$ cat config.mk
export PLATFORM = sky130hd
export DESIGN_NAME = msrv32_alu_issue_stage
export DESIGN_NICKNAME = d
export VERILOG_FILES = /design/src/rtl/msrv32_alu_issue_stage.sv
export SDC_FILE = /design/constraint.sdc
export NUM_CORES = 1
export LEC_CHECK = 0
export BUFFER_PORTS_ARGS = -buffer_cell sky130_fd_sc_hd__buf_2
export CORE_MARGIN = 10
export CORE_UTILIZATION = 46
export CTS_CLUSTER_SIZE = 28
export DETAILED_ROUTE_END_ITERATION = 7
export PLACE_DENSITY = 0.76
export SYNTH_ARGS = -nofsm -noshare
export SYNTH_HDL_FRONTEND = slang
export SYNTH_SLANG_ARGS = --single-unit
$ cat constraint.sdc
create_clock -name ms_riscv32_mp_clk_in -period 1.7 [get_ports ms_riscv32_mp_clk_in]
set_input_delay 0.34 -clock ms_riscv32_mp_clk_in [delete_from_list [all_inputs] [get_ports ms_riscv32_mp_clk_in]]
set_output_delay 0.34 -clock ms_riscv32_mp_clk_in [all_outputs]
set_load 0.01 [all_outputs]
$ cat src/rtl/msrv32_alu_issue_stage.sv
// Issue stage feeding the msrv32 ALU: 2-entry skid queue with shift masking.
// Define MSRV32_ISSUE_FWD_EN to build writeback forwarding into captured/held entries.
module msrv32_alu_issue_stage #(
  parameter int XLEN = 32,
  parameter int RA_W = 5
) (
  input  logic            ms_riscv32_mp_clk_in,
  input  logic            ms_riscv32_mp_rst_in,
  input  logic            flush_in,
  input  logic            in_valid_in,
  output logic            in_ready_out,
  input  logic [XLEN-1:0] rs1_data_in,
  input  logic [XLEN-1:0] rs2_imm_in,
  input  logic            use_imm_in,
  input  logic [RA_W-1:0] rs1_addr_in,
  input  logic [RA_W-1:0] rs2_addr_in,
  input  logic [RA_W-1:0] rd_addr_in,
  input  logic [3:0]      opcode_in,
  input  logic            wb_valid_in,
  input  logic [RA_W-1:0] wb_rd_addr_in,
  input  logic [XLEN-1:0] wb_data_in,
  output logic            out_valid_out,
  input  logic            out_ready_in,
  output logic [XLEN-1:0] op_1_out,
  output logic [XLEN-1:0] op_2_out,
  output logic [3:0]      opcode_out,
  output logic [RA_W-1:0] rd_addr_out
);

  typedef enum logic [1:0] {EMPTY = 2'd0, ONE = 2'd1, FULL = 2'd2} state_t;

  typedef struct packed {
    logic [XLEN-1:0] op_1;
    logic [XLEN-1:0] op_2;
    logic [3:0]      opcode;
    logic [RA_W-1:0] rd;
    logic [RA_W-1:0] rs1;
    logic [RA_W-1:0] rs2;
    logic            use_imm;
  } entry_t;

  state_t state_q, state_d;
  entry_t head_q, head_d, tail_q, tail_d;
  entry_t raw, cap, head_fwd, tail_fwd;
  logic   push, pop;

  // Shifts only ever use the low 5 bits of op_2, so the rest is cleared on entry.
  function automatic logic [XLEN-1:0] mask_op2(input logic [3:0] opc, input logic [XLEN-1:0] v);
    logic [XLEN-1:0] r;
    r = v;
    if (opc == 4'b0001 || opc == 4'b0101 || opc == 4'b1101)
      r = {{(XLEN-5){1'b0}}, v[4:0]};
    return r;
  endfunction

  always_comb begin
    raw         = '0;
    raw.op_1    = rs1_data_in;
    raw.op_2    = mask_op2(opcode_in, rs2_imm_in);
    raw.opcode  = opcode_in;
    raw.rd      = rd_addr_in;
    raw.rs1     = rs1_addr_in;
    raw.rs2     = rs2_addr_in;
    raw.use_imm = use_imm_in;
  end

`ifdef MSRV32_ISSUE_FWD_EN
  logic wb_live;
  assign wb_live = wb_valid_in && (wb_rd_addr_in != '0);

  function automatic entry_t fwd(input entry_t e, input logic live,
                                 input logic [RA_W-1:0] wrd, input logic [XLEN-1:0] wd);
    entry_t r;
    r = e;
    if (live && e.rs1 == wrd)
      r.op_1 = wd;
    if (live && !e.use_imm && e.rs2 == wrd)
      r.op_2 = mask_op2(e.opcode, wd);
    return r;
  endfunction

  assign cap      = fwd(raw, wb_live, wb_rd_addr_in, wb_data_in);
  assign head_fwd = fwd(head_q, wb_live, wb_rd_addr_in, wb_data_in);
  assign tail_fwd = fwd(tail_q, wb_live, wb_rd_addr_in, wb_data_in);
`else
  logic unused_fwd;
  assign unused_fwd = ^{wb_valid_in, wb_rd_addr_in, wb_data_in};
  assign cap        = raw;
  assign head_fwd   = head_q;
  assign tail_fwd   = tail_q;
`endif

  assign in_ready_out  = (state_q != FULL);
  assign out_valid_out = (state_q != EMPTY);
  assign push          = in_valid_in && in_ready_out && !flush_in;
  assign pop           = out_valid_out && out_ready_in;

  assign op_1_out    = head_q.op_1;
  assign op_2_out    = head_q.op_2;
  assign opcode_out  = head_q.opcode;
  assign rd_addr_out = head_q.rd;

  // A popped entry is simply overwritten, which discards any same-cycle forward into it.
  always_comb begin
    state_d = state_q;
    head_d  = head_fwd;
    tail_d  = tail_fwd;
    if (flush_in) begin
      state_d = EMPTY;
      head_d  = '0;
      tail_d  = '0;
    end else begin
      case (state_q)
        EMPTY: begin
          head_d = head_q;
          if (push) begin
            head_d  = cap;
            state_d = ONE;
          end
        end
        ONE: begin
          case ({push, pop})
            2'b10: begin
              tail_d  = cap;
              state_d = FULL;
            end
            2'b01:   state_d = EMPTY;
            2'b11:   head_d  = cap;
            default: ;
          endcase
        end
        FULL: begin
          if (pop) begin
            head_d  = tail_fwd;
            state_d = ONE;
          end
        end
        default: state_d = EMPTY;
      endcase
    end
  end

  always_ff @(posedge ms_riscv32_mp_clk_in or negedge ms_riscv32_mp_rst_in) begin
    if (!ms_riscv32_mp_rst_in) begin
      state_q <= EMPTY;
      head_q  <= '0;
      tail_q  <= '0;
    end else begin
      state_q <= state_d;
      head_q  <= head_d;
      tail_q  <= tail_d;
    end
  end

endmodule

# == After elaboration in Yosys (flattened, before gate mapping) ==
# Cells that the tools add are included.
# word_totals
register_bits,159
output_inout_bits,75
word_cells,53
# op_classes
n_eq_ne,13
n_mux,14
n_reduce_logical,14
# op_table
op,count
$mux W84,7
$pmux W84 S3,1
$mux W32,1
$eq A2 B2 Y1 const B,3
$mux W2,3
$ne A3 B3 Y1 const B,2
$pmux W2 S3,1
$reduce_bool A2 Y1,3
$eq A2 B1 Y1 const B,2
$eq A4 B1 Y1 const B,1
$eq A4 B3 Y1 const B,1
$eq A4 B4 Y1 const B,1
$ne A4 B3 Y1 const B,1
$pmux W2 S2,1
$reduce_and A4 Y1,1
$reduce_bool A4 Y1,1
$logic_and A1 B1 Y1,3
$ne A3 B2 Y1 const B,1
$reduce_and A3 Y1,1
$logic_not A2 Y1,1
$logic_or A1 B1 Y1,2
$ne A2 B2 Y1 const B,1
$reduce_and A2 Y1,1
$logic_not A1 Y1,1

# == Longest topological paths before layout ==
# depth
ltp_word,7
mapped_depth,9

# == Worst setup path before layout ==
# No wires, ideal clock.
# synth_path
path_kind,register -> register
start,register state_q[0]
end,register head_q (netlist bit op_2_out[31])
setup_time_ps,96
t_arrival_ps,1717
required_ps,1604
setup_slack_ps,-113
stages_incl_launch_ff,9
path_buffers,2
path_cell_list,dfrtp_1 -> inv_1 -> ha_1 -> nand2b_1 -> o311ai_2 -> buf_4 -> buf_4 -> nor2_1 -> a311oi_2
# synth_between
elab_chain_len,6
word_cells_on_any_way,16
cone_classes,7 x eq/ne; 2 x mux; 7 x reduce/logical
# synth_lines
item,line,source
start: declaration,42,"state_t state_q, state_d;"
start signal: assignment,149,state_q <= state_d;
$ne A2 B2 Y1,93,assign in_ready_out = (state_q != FULL);
$logic_and A1 B1 Y1 (2 in series),95,assign push = in_valid_in && in_ready_out && !flush_in;
$eq A2 B2 Y1,122,"case ({push, pop})"
$ne A3 B2 Y1 (no line),n/a,
$reduce_and A4 Y1 (no line),n/a,
end signal: assignment,146,head_q <= '0;
end signal: assignment,150,head_q <= head_d;
end: declaration,43,"entry_t head_q, head_d, tail_q, tail_d;"
# Several ways; a longest one is shown, not always the timed one.
# A chain may end at the register's enable or synchronous reset.

# == Worst setup path after layout ==
# layout_path
start,register state_q[0]
end,register head_q (netlist bit op_1_out[2])
# The elaborated chain is that of the path after synthesis.

==> flow_metrics.py <==
metrics = {
    "place": {
        "hpwl_um": 12000,
        "place.gp.congestion": 0.817,
        "place_area_sq_um": 7690,
        "portBuffers": 152,
        "dp_cells": 872,
    },
    "worst_setup_path": {
        "cp_max_fo": 7,
        "crit_path_end_kind": "flop",
        "slowest_stage": "dfrtp_1",
        "required_ns": 2.03,
        "crit_arrival_ns": 2.29,
        "slowest_delay_ns": 0.40,
        "worstRegToRegCells": 9,
        "cp-start-kind": "flop",
        "criticalPathCategory": "flop to flop",
        "crit_chain": "inv_2 > ha_4 > nand2b_4 > o311ai_4 > buf_6 > buf_8 > clkbuf_16 > nor2_1 > a211oi_2",
        "regToRegSetupSlack_ns": -0.26,
        "r2r-start": "state_q[0]",
        "timing.rr.end": "op_1_out[2]",
    },
    "route": {
        "via_count": 5552,
        "drc": 0,
        "routedWlPerCell_um": 21.6,
        "dr.first_iter.drc_count": 367,
        "drtPass1Iterations": 5,
        "drtAntennaViolNets": 0,
        "post_drt_via_cell_ratio": 5.91,
        "drt-total-wl_um": 20300,
    },
    "cts": {
        "clk_pin_slew_worst_paths_ns": 0.06,
        "cts_sinks": 148,
        "cts_root_buf": "clkbuf_16",
        "cts_buffers": 17,
        "clockBufferDepth": 2,
        "htreeDepth": 4,
        "insertion_delay_ns": 0.43,
        "cts_tree": "done",
    },
    "timing": {
        "rsz0062_at_grt": "yes",
        "min_period_ns": 1.96,
        "setup_slack_ns": -0.262,
        "whs_ns": 0.145,
        "drv_slew": 0,
        "worst_pin_slew_ns": 0.555,
        "fmax_mhz": 510,
        "period_share_pct": 115,
        "relSlewSlack_pct": 63.0,
        "setup_viol": 150,
        "final-hold-violation-count": 0,
        "fin_worst_skew_ns": 0.00423,
    },
    "floorplanning": {
        "die_area_sq_um": 19200,
        "die_y_um": 139,
        "ios": 202,
        "core_region_area_sq_um": 13800,
        "fp.dieW_um": 139,
        "initial_core_util_pct": 46.8,
        "rows": 43,
    },
    "global_route": {
        "grt_antenna_before_repair": 2,
        "grt_pass1_vias": 5727,
        "grt_pass1_wl_um": 29800,
        "grt_util_all_layers_pct": 18.9,
        "grt_max_degree": 55,
        "gr-total-overflow": 0,
    },
    "synth": {
        "synth.top_cells.by_count": "dfrtp_1 (148), nor2_1 (75), mux2i_1 (47)",
        "yosys.area.top_type_share_pct": 57.2,
        "synth_top_cell_by_area": "dfrtp_1",
        "synth-seq-cells": 148,
        "yosysWarnings": 0,
        "synth-edff-count": 0,
        "yosys.cell_types.count": 33,
        "async_reset_ff_share_pct": 100,
        "syn_area_sq_um": 6470,
        "synth_ff_type": "dfrtp_1",
        "synth_cells": 554,
        "synth.most_common_cell": "dfrtp_1",
        "synth.area.top_cells": "dfrtp_1 (57%), mux2i_1 (7.3%), a22o_1 (6.2%)",
        "synth-seq-area-share_pct": 57.2,
        "syn_nets": 685,
        "avgSynthCellArea_sq_um": 11.7,
    },
    "layout": {
        "syn2layout_area_growth_pct": 41.3,
        "finalNonFillerCells": 939,
        "drive_above_1_share_pct": 42.3,
        "design_area_sq_um": 9150,
        "nNetsFinal": 875,
    },
    "power": {
        "worst_ir_drop_vdd_uv": 873,
        "powerDensity_nw_per_um2": 1860,
        "p_leak_uw": 0.00425,
    },
    "min_path": {
        "hold_start": "rs2_imm_in[3]",
        "worstHoldPathCells": 2,
        "hold_end": "tail_fwd[23]",
        "min_path_type": "primary input to flop",
    },
    "status": {
        "run_status": "finished, violations left",
        "violations": "setup timing",
    },
    "flow_run": {
        "maxCapViolCount": 0,
    },
}
[cell type report]
| cell class | instances | area [sq um] |
|---|---|---|
| Timing Repair Buffer | 227 | 1810 |
| Multi-Input combinational cell | 346 | 2790 |
| Antenna cell | 2 | 5.00 |
| Sequential cell | 148 | 3700 |
| Tap cell | 180 | 225 |
| Fill cell | 1015 | 4680 |
| Clock inverter | 8 | 96.3 |
| Inverter | 4 | 17.5 |
| Clock buffer | 24 | 502 |
[where the power goes]
| group | internal [uW] | switching [uW] |
|---|---|---|
| clock | 2350 | 1420 |
| sequential | 4370 | 503 |
| combinational | 4000 | 4370 |
| total | 10700 | 6290 |
[layout by cell type (no fill, tap or decap), types with 3 or more instances in the layout]
| cell | instances |
|---|---|
| a211oi_1 | 16 |
| a211oi_2 | 30 |
| a22o_1 | 46 |
| a311oi_1 | 18 |
| a311oi_2 | 9 |
| a32o_1 | 27 |
| buf_12 | 13 |
| buf_2 | 149 |
| buf_4 | 33 |
| buf_6 | 14 |
| buf_8 | 5 |
| clkbuf_16 | 26 |
| clkbuf_8 | 5 |
| clkinv_2 | 4 |
| dfrtp_1 | 148 |
| inv_2 | 3 |
| mux2i_1 | 47 |
| nand2_1 | 27 |
| nand3_1 | 27 |
| nor2_1 | 68 |
| nor2_2 | 5 |
| nor2_4 | 3 |
[worst max path at each step]
stage / startpoint / end / slack (ns)
final: state_q[0] / op_1_out[2] / -0.26
after global routing: state_q[0] / op_1_out[2] / -0.32
after CTS: state_q[0] / op_2_out[25] / -0.23
after detailed placement: state_q[0] / op_2_out[23] / -0.29
after global placement: state_q[0] / op_2_out[13] / -0.17
after floorplan: state_q[1] / op_2_out[28] / -0.06
[cell families (layout without fill, tap and decap cells)]
kind of cell | count (synthesis) | count (layout) | synth area share [%]
flops | 148 | 148 | 57.2
simple gates | 143 | 143 | 9.53
buf+inv | 60 | 263 | 4.60
other cells | 0 | 2 | 0
compound gates | 151 | 151 | 20.4
mux | 48 | 48 | 7.44
fa+ha+maj | 4 | 4 | 0.773
[registers in the layout (all words and copies together) (netlist names)]
signal       flops
op_1_out        32
op_2_out        32
opcode_out       4
rd_addr_out      5
state_q          2
tail_fwd        73
[timing repair]
action / 4_1_cts / 5_1_grt
gates cloned: 2 / 12
resized for setup: 45 / 37
pin swaps: 10 / 33
endpoints found under the setup margin: 150 / 150
hold buffers: 1 / 0
hold endpoints to repair: 32 / 0
setup buffers: 13 / 6
[metrics by stage]
stage	setup WS [ns]	TNS [ns]	power [uW]	utilization, %
floorplan	-0.0597	-2.80	8800	-
global placement	-0.170	-13.79	10700	55.6
detailed placement	-0.290	-24.86	11000	55.6
CTS	-0.227	-20.63	16100	62.7
global route	-0.324	-34.52	17900	66.1
finish	-0.262	-24.32	17000	66.1
[critical path, delay by kind of cell (launching register included)]
family	cells	cell delay, ns
adders and majority gates	1	0.28
DFF	1	0.40
AOI/OAI and AO/OA	2	0.51
buffers and inverters	4	0.58
and+or+nand+nor	2	0.11
[routing by layer]
metal | GRT usage [%] | share of wire, % | vias to the layer above
li1 | - | - | 2465
met4 | 6.10 | 2.2 | 2
met2 | 30.1 | 47 | 223
met1 | 22.9 | 42 | 2826
met5 | 0 | 0.064 | -
met3 | 7.47 | 8.6 | 36
Note: power is estimated with default switching activity, not from simulation.
